### src/rtl/debounce_multi.sv
// Multi-channel push-button debouncer: shared tick prescaler, per-channel 2-flop synchroniser and stability counter.
// Optional auto-repeat on held inputs is built only when DEBOUNCE_REPEAT_EN is defined.
module debounce_multi #(
   parameter int CHANNELS     = 5,
   parameter int TICK_DIV     = 100000,
   parameter int STABLE_TICKS = 4,
   parameter int CNT_W        = 3,
   parameter int REPEAT_DELAY = 500,
   parameter int REPEAT_RATE  = 100
) (
   input  logic                clk,
   input  logic                rst,
   input  logic [CHANNELS-1:0] in,
   output logic [CHANNELS-1:0] level,
   output logic [CHANNELS-1:0] rise,
   output logic [CHANNELS-1:0] fall,
   output logic                tick
);

   localparam int DIV_W = $clog2(TICK_DIV);

   if (CHANNELS < 1 || TICK_DIV < 2 || STABLE_TICKS < 1 || (2 ** CNT_W) <= (STABLE_TICKS - 1) ||
       REPEAT_DELAY < 1 || REPEAT_RATE < 1) begin : g_param_check
      $error("debounce_multi: illegal parameter combination");
   end

   logic [DIV_W-1:0]    div_cnt;
   logic [CHANNELS-1:0] s1;
   logic [CHANNELS-1:0] s2;
   logic [CNT_W-1:0]    cnt [CHANNELS];
   logic [CHANNELS-1:0] qualify;

   always_ff @(posedge clk or posedge rst) begin
      if (rst) begin
         div_cnt <= '0;
         tick    <= 1'b0;
         s1      <= '0;
         s2      <= '0;
      end else begin
         div_cnt <= (div_cnt == DIV_W'(TICK_DIV - 1)) ? '0 : div_cnt + 1'b1;
         tick    <= (div_cnt == DIV_W'(TICK_DIV - 1));
         s1      <= in;
         s2      <= s1;
      end
   end

   // NOTE: every signal written in always_comb gets a default first, so no path can infer a latch.
   always_comb begin
      qualify = '0;
      for (int i = 0; i < CHANNELS; i++)
         qualify[i] = tick && (s2[i] != level[i]) && (cnt[i] == CNT_W'(STABLE_TICKS - 1));
   end

`ifdef DEBOUNCE_REPEAT_EN
   localparam int REP_MAX = (REPEAT_DELAY > REPEAT_RATE) ? REPEAT_DELAY : REPEAT_RATE;
   localparam int REP_W   = $clog2(REP_MAX + 1);

   logic [REP_W-1:0]    rep_cnt [CHANNELS];
   logic [CHANNELS-1:0] rep_armed;
   logic [CHANNELS-1:0] rep_hit;

   // The first repeat waits REPEAT_DELAY ticks; once armed, repeats come every REPEAT_RATE ticks.
   always_comb begin
      rep_hit = '0;
      for (int i = 0; i < CHANNELS; i++)
         rep_hit[i] = tick && level[i] &&
                      (rep_cnt[i] == (rep_armed[i] ? REP_W'(REPEAT_RATE - 1) : REP_W'(REPEAT_DELAY - 1)));
   end
`endif

   // NOTE: the counter arrays are reset like any other state because an outstanding qualification must not survive rst.
   always_ff @(posedge clk or posedge rst) begin
      if (rst) begin
         level <= '0;
         rise  <= '0;
         fall  <= '0;
         for (int i = 0; i < CHANNELS; i++) cnt[i] <= '0;
`ifdef DEBOUNCE_REPEAT_EN
         rep_armed <= '0;
         for (int i = 0; i < CHANNELS; i++) rep_cnt[i] <= '0;
`endif
      end else begin
         // NOTE: sequential state uses non-blocking assignments only, so the loop order cannot matter.
         for (int i = 0; i < CHANNELS; i++) begin
            rise[i] <= 1'b0;
            fall[i] <= 1'b0;
            if (s2[i] == level[i]) begin
               cnt[i] <= '0;
            end else if (tick) begin
               if (qualify[i]) begin
                  cnt[i]   <= '0;
                  level[i] <= s2[i];
                  rise[i]  <= s2[i];
                  fall[i]  <= ~s2[i];
               end else begin
                  cnt[i] <= cnt[i] + 1'b1;
               end
            end
`ifdef DEBOUNCE_REPEAT_EN
            if (!level[i]) begin
               rep_cnt[i]   <= '0;
               rep_armed[i] <= 1'b0;
            end else if (rep_hit[i]) begin
               rep_cnt[i]   <= '0;
               rep_armed[i] <= 1'b1;
               // A release qualifying on the same tick wins; rise and fall never coincide.
               if (!qualify[i]) rise[i] <= 1'b1;
            end else if (tick) begin
               rep_cnt[i] <= rep_cnt[i] + 1'b1;
            end
`endif
         end
      end
   end

endmodule

### config.mk
export PLATFORM = sky130hd
export DESIGN_NAME = debounce_multi
export DESIGN_NICKNAME = d
export VERILOG_FILES = /design/src/rtl/debounce_multi.sv
export SDC_FILE = /design/constraint.sdc
export NUM_CORES = 1
export LEC_CHECK = 0
export BUFFER_PORTS_ARGS = -buffer_cell sky130_fd_sc_hd__buf_2
export CAP_MARGIN = 20
export CORE_ASPECT_RATIO = 1.1
export CORE_MARGIN = 3
export CORE_UTILIZATION = 48
export DETAILED_ROUTE_END_ITERATION = 12
export PLACE_DENSITY = 0.72
export SLEW_MARGIN = 0
export SYNTH_ARGS = -nofsm -noshare
export SYNTH_HDL_FRONTEND = slang
export SYNTH_SLANG_ARGS = --single-unit
export TNS_END_PERCENT = 5
### constraint.sdc
create_clock -name clk -period 1.9 [get_ports clk]
set_input_delay 0.57 -clock clk [delete_from_list [all_inputs] [get_ports clk]]
set_output_delay 0.57 -clock clk [all_outputs]
set_load 0.005 [all_outputs]
==> results by stage <==
Outcome:
- The run finished with clean final reports.

Logic synthesis:
- The post-synthesis area per instance is 12.0 um^2.
- For this run, the number of Yosys warnings is 0.
- The number of distinct library cells after synthesis is 27.
- The synthesized netlist cell count is 198.
- The proportion of synthesized chip area in sequential cells is 0.611.
- The number of synthesized register bits is 58.
- Synthesis produced a netlist with a net count of 211.
- After synthesis the cells add up to 2370 um^2.

Global routing:
- The number of antenna violations at the first check in global routing is 0.
- The total overflow reported by the global router is 0.
- The via count of the first global-routing pass is 1524.
- For this run, the total global-route usage over all layers was measured as 0.150.
- Entering global routing, the biggest net connects 34 pins.
- The wire length of the first global-routing pass is 6530 um.

Floorplan:
- Pin placement for this block handled 23 I/O pins.
- The placeable core region is 4720 um^2.
- The height of the chip is 79.8 um.
- The effective utilization at floorplan is 0.503.
- The x dimension of the die is 73.0 um.
- The floorplan die area is 5830 um^2.
- Row generation in the floorplan step produced 26 rows.

Final layout:
- The area used by sequential logic in the layout is 1450 um^2.
- In the final layout, the share of cells above drive strength 1 is 0.239.
- The final layout contains 242 nets.
- The filler cells instantiated in the layout total 388.
- The count of cells in the finished layout, fillers not included, comes to 290.
- The number of antenna diodes in the final layout is 0.
- The area growth from synthesis to layout is 17.7%.
- The total area of multi-input combinational cells is 891 um^2.

Routing:
- The number of remaining DRC errors is 0.
- The starting DRC count in detailed routing is 76.
- The detail route stage leaves a number of antenna-violating nets equal to 0.
- Dividing the detail-routed via count by the number of cells gives 5.22.
- After detailed routing, the total wire length is 3720 um.
- Across all layers, the routed design uses 1513 vias.
- The first TritonRoute pass finished after 4 iterations.
- The final routed wire length divided by cell count is 12.8 um.

Run:
- Across the run, the number of max-cap violations was 0.

STA:
- The relative slew slack is 0.776.
- The clock period minus worst slack is 1660 ps.
- Derived from the worst setup path, the maximum achievable clock frequency is 601 MHz.
- The number of failing hold endpoints at the final stage was 0.
- The transition time at the pin with the least slew margin is 336 ps.
- The total negative setup slack is 0 ps.
- The max-slew violation total from the final report came to 0.
- Setup repair after global routing left no endpoint under its margin.
- On the final layout, the worst hold slack is 197 ps.
- The setup violation total in the final timing report is 0.
- Clock skew on the completed layout was measured at 8.76 ps.
- The final period utilization is 0.876.

Setup path:
- The required time of the critical path is 1330 ps.
- The critical path's slowest cell is sky130_fd_sc_hd__dfrtp_2.
- STA classifies the critical path startpoint as a flop.
- Walking the worst path, the cells encountered are buf_2.
- Together, buffers and inverters on the worst path number 1.
- The worst setup path is of the flop to output port kind.
- The family with the most delay on the worst path is flip-flops.
- Data arrives at the worst endpoint at 1090 ps.
- For this run, the slowest stage of the critical path takes 570 ps.
- The critical path capture point type is an output port.
- In this run the worst path has a maximum fanout of 23.

Clock tree:
- The later-pin clock latency in the skew report is 340 ps.
- The count of clock tree sinks is 58.
- The number of clock buffers added by TritonCTS is 9.
- Counting along the longest clock path gives a buffer depth of 2.
- The root buffer cell chosen for the clock tree is sky130_fd_sc_hd__clkbuf_8.
- The number of H-tree levels is 3.
- Clock-pin slew was measured on the worst setup and hold paths at 60 ps.
- The clock tree from TritonCTS is done.

Placement:
- Routability-driven placement finished with a final weighted congestion of 0.855.
- The HPWL after detailed placement is 2610 um.
- Port buffering added 22 buffers.
- The cell total after placement is 274.

Pwr:
- The worst IR drop on VDD is 0.503 mV.
- For this design the ratio of total power to cell area is 907 nW/um^2.
- For this design the static power due to leakage is 1.30 nW.
- The total power is 0.00253 W.

Min path:
- In this run the worst hold path is classified as input port to asynchronous set/reset pin.
[cell usage after synthesis]
cell / number / share of area
sky130_fd_sc_hd__and3_1: 2 / 0.0053
sky130_fd_sc_hd__nand2b_1: 11 / 0.029
sky130_fd_sc_hd__nor2_1: 23 / 0.036
sky130_fd_sc_hd__and4_1: 4 / 0.015
sky130_fd_sc_hd__nor3_1: 1 / 0.0021
sky130_fd_sc_hd__and4bb_2: 1 / 0.0053
sky130_fd_sc_hd__nand3_1: 12 / 0.025
sky130_fd_sc_hd__xor2_1: 4 / 0.015
sky130_fd_sc_hd__xnor2_1: 14 / 0.052
sky130_fd_sc_hd__nand2_1: 19 / 0.030
sky130_fd_sc_hd__mux2i_1: 1 / 0.0042
sky130_fd_sc_hd__o21ai_0: 1 / 0.0021
sky130_fd_sc_hd__or3b_4: 1 / 0.0047
sky130_fd_sc_hd__dfrtp_1: 58 / 0.61
sky130_fd_sc_hd__buf_2: 1 / 0.0021
sky130_fd_sc_hd__ha_1: 6 / 0.032
sky130_fd_sc_hd__nor4bb_1: 1 / 0.0042
sky130_fd_sc_hd__mux2_2: 10 / 0.047
sky130_fd_sc_hd__or3_1: 1 / 0.0026
sky130_fd_sc_hd__nor4b_1: 11 / 0.041
sky130_fd_sc_hd__nand4_1: 2 / 0.0053
sky130_fd_sc_hd__inv_1: 1 / 0.0016
sky130_fd_sc_hd__clkbuf_1: 4 / 0.0063
sky130_fd_sc_hd__nor2_2: 1 / 0.0026
sky130_fd_sc_hd__a21oi_1: 6 / 0.013
sky130_fd_sc_hd__nor2b_1: 1 / 0.0026
sky130_fd_sc_hd__buf_4: 1 / 0.0032
[routing by layer]
metal,vias to the layer above,routed length (um),GRT usage
met2,20,1850,0.234
met5,-,0,0
met1,745,1630,0.175
met4,0,100,0.0996
li1,739,-,-
met3,9,137,0.0453
[flip-flops by register name (all words and copies together) (netlist names)]
signal / flops
div_cnt: 17
cnt: 15
level: 5
s1: 5
s2: 5
rise: 5
fall: 5
tick: 1
[report_power, final]
part	total, W	internal (W)	switching [W]	leakage [nW]
Sequential	0.00125	0.00125	0.00000735	0.771
Combinational	0.0000451	0.0000151	0.0000300	0.423
Clock	0.00124	0.000769	0.000466	0.109
Total	0.00253	0.00203	0.000504	1.30
[worst reg2reg max path, stage by stage (launching register included)]
cell and delay (ps):
sky130_fd_sc_hd__dfrtp_1 380, sky130_fd_sc_hd__ha_1 210, sky130_fd_sc_hd__and4_1 340, sky130_fd_sc_hd__and4_1 300
sky130_fd_sc_hd__buf_4 190, sky130_fd_sc_hd__nor2_1 60
[per-stage QoR]
stage | util | area, um^2 | setup WS (ps)
floorplan | - | 2380 | 300
global placement | 0.545 | 2570 | 351
detailed placement | 0.545 | 2570 | 324
CTS | 0.592 | 2790 | 28.0
global route | 0.592 | 2790 | 158
finish | 0.592 | 2790 | 236
[kinds of logic after synthesis]
group	count (synthesis)	share of synthesized area
multiplexers	11	0.0517
AND/OR/NAND/NOR	91	0.211
AO/OA/AOI/OAI	7	0.0148
flip-flops	58	0.611
buffers and inverters	7	0.0132
XOR/XNOR	18	0.0664
adder cells (fa/ha/maj)	6	0.0316
[final cells by class]
type                            count  area share
Clock inverter                      5      0.0278
Multi-Input combinational cell    133       0.319
Tap cell                           56      0.0251
Sequential cell                    58       0.520
Timing Repair Buffer               26      0.0547
Clock buffer                       11      0.0506
Inverter                            1     0.00269
[layout by cell type, fill, tap and decap left out]
cell type	instances
sky130_fd_sc_hd__nor4b_1	11
sky130_fd_sc_hd__a21oi_1	6
sky130_fd_sc_hd__o21ai_0	1
sky130_fd_sc_hd__bufinv_16	2
sky130_fd_sc_hd__or3b_4	1
sky130_fd_sc_hd__clkinvlp_4	2
sky130_fd_sc_hd__buf_4	3
sky130_fd_sc_hd__xnor2_1	14
sky130_fd_sc_hd__nor2b_1	1
sky130_fd_sc_hd__nand2b_1	11
sky130_fd_sc_hd__buf_12	1
sky130_fd_sc_hd__nor4bb_1	1
sky130_fd_sc_hd__ha_1	6
sky130_fd_sc_hd__clkinv_2	2
sky130_fd_sc_hd__and4bb_2	1
sky130_fd_sc_hd__nand4_1	2
sky130_fd_sc_hd__clkbuf_8	10
sky130_fd_sc_hd__dfrtp_1	57
sky130_fd_sc_hd__dfrtp_2	1
sky130_fd_sc_hd__and3_1	2
sky130_fd_sc_hd__xor2_1	4
sky130_fd_sc_hd__nand3_1	12
sky130_fd_sc_hd__mux2i_1	1
sky130_fd_sc_hd__nand2_1	19
sky130_fd_sc_hd__or3_1	1
sky130_fd_sc_hd__clkbuf_1	1
sky130_fd_sc_hd__mux2_2	10
sky130_fd_sc_hd__nor2_1	23
sky130_fd_sc_hd__buf_2	22
sky130_fd_sc_hd__nor2_2	1
sky130_fd_sc_hd__nor3_1	1
sky130_fd_sc_hd__and4_1	4
[final timing paths]
kind / slack [ps] / depth (start not counted) / from / to
setup / recovery: 240 / 1 / tick / tick
hold / removal: 200 / 2 / rst / level[2]
setup reg to reg: 310 / 5 / div_cnt[0] / div_cnt[9]
hold reg to reg: 350 / 0 / s1[4] / s2[4]
max in group asynchronous: 1230 / 3 / rst / cnt[5]
min in group clk: 340 / 1 / in[3] / s1[3]
[timing repair]
action,4_1_cts,5_1_grt
setup buffers,0,0
resized for setup,0,1
hold buffers,0,0
endpoints found under the setup margin,0,1
(Power assumes the default switching activity.)
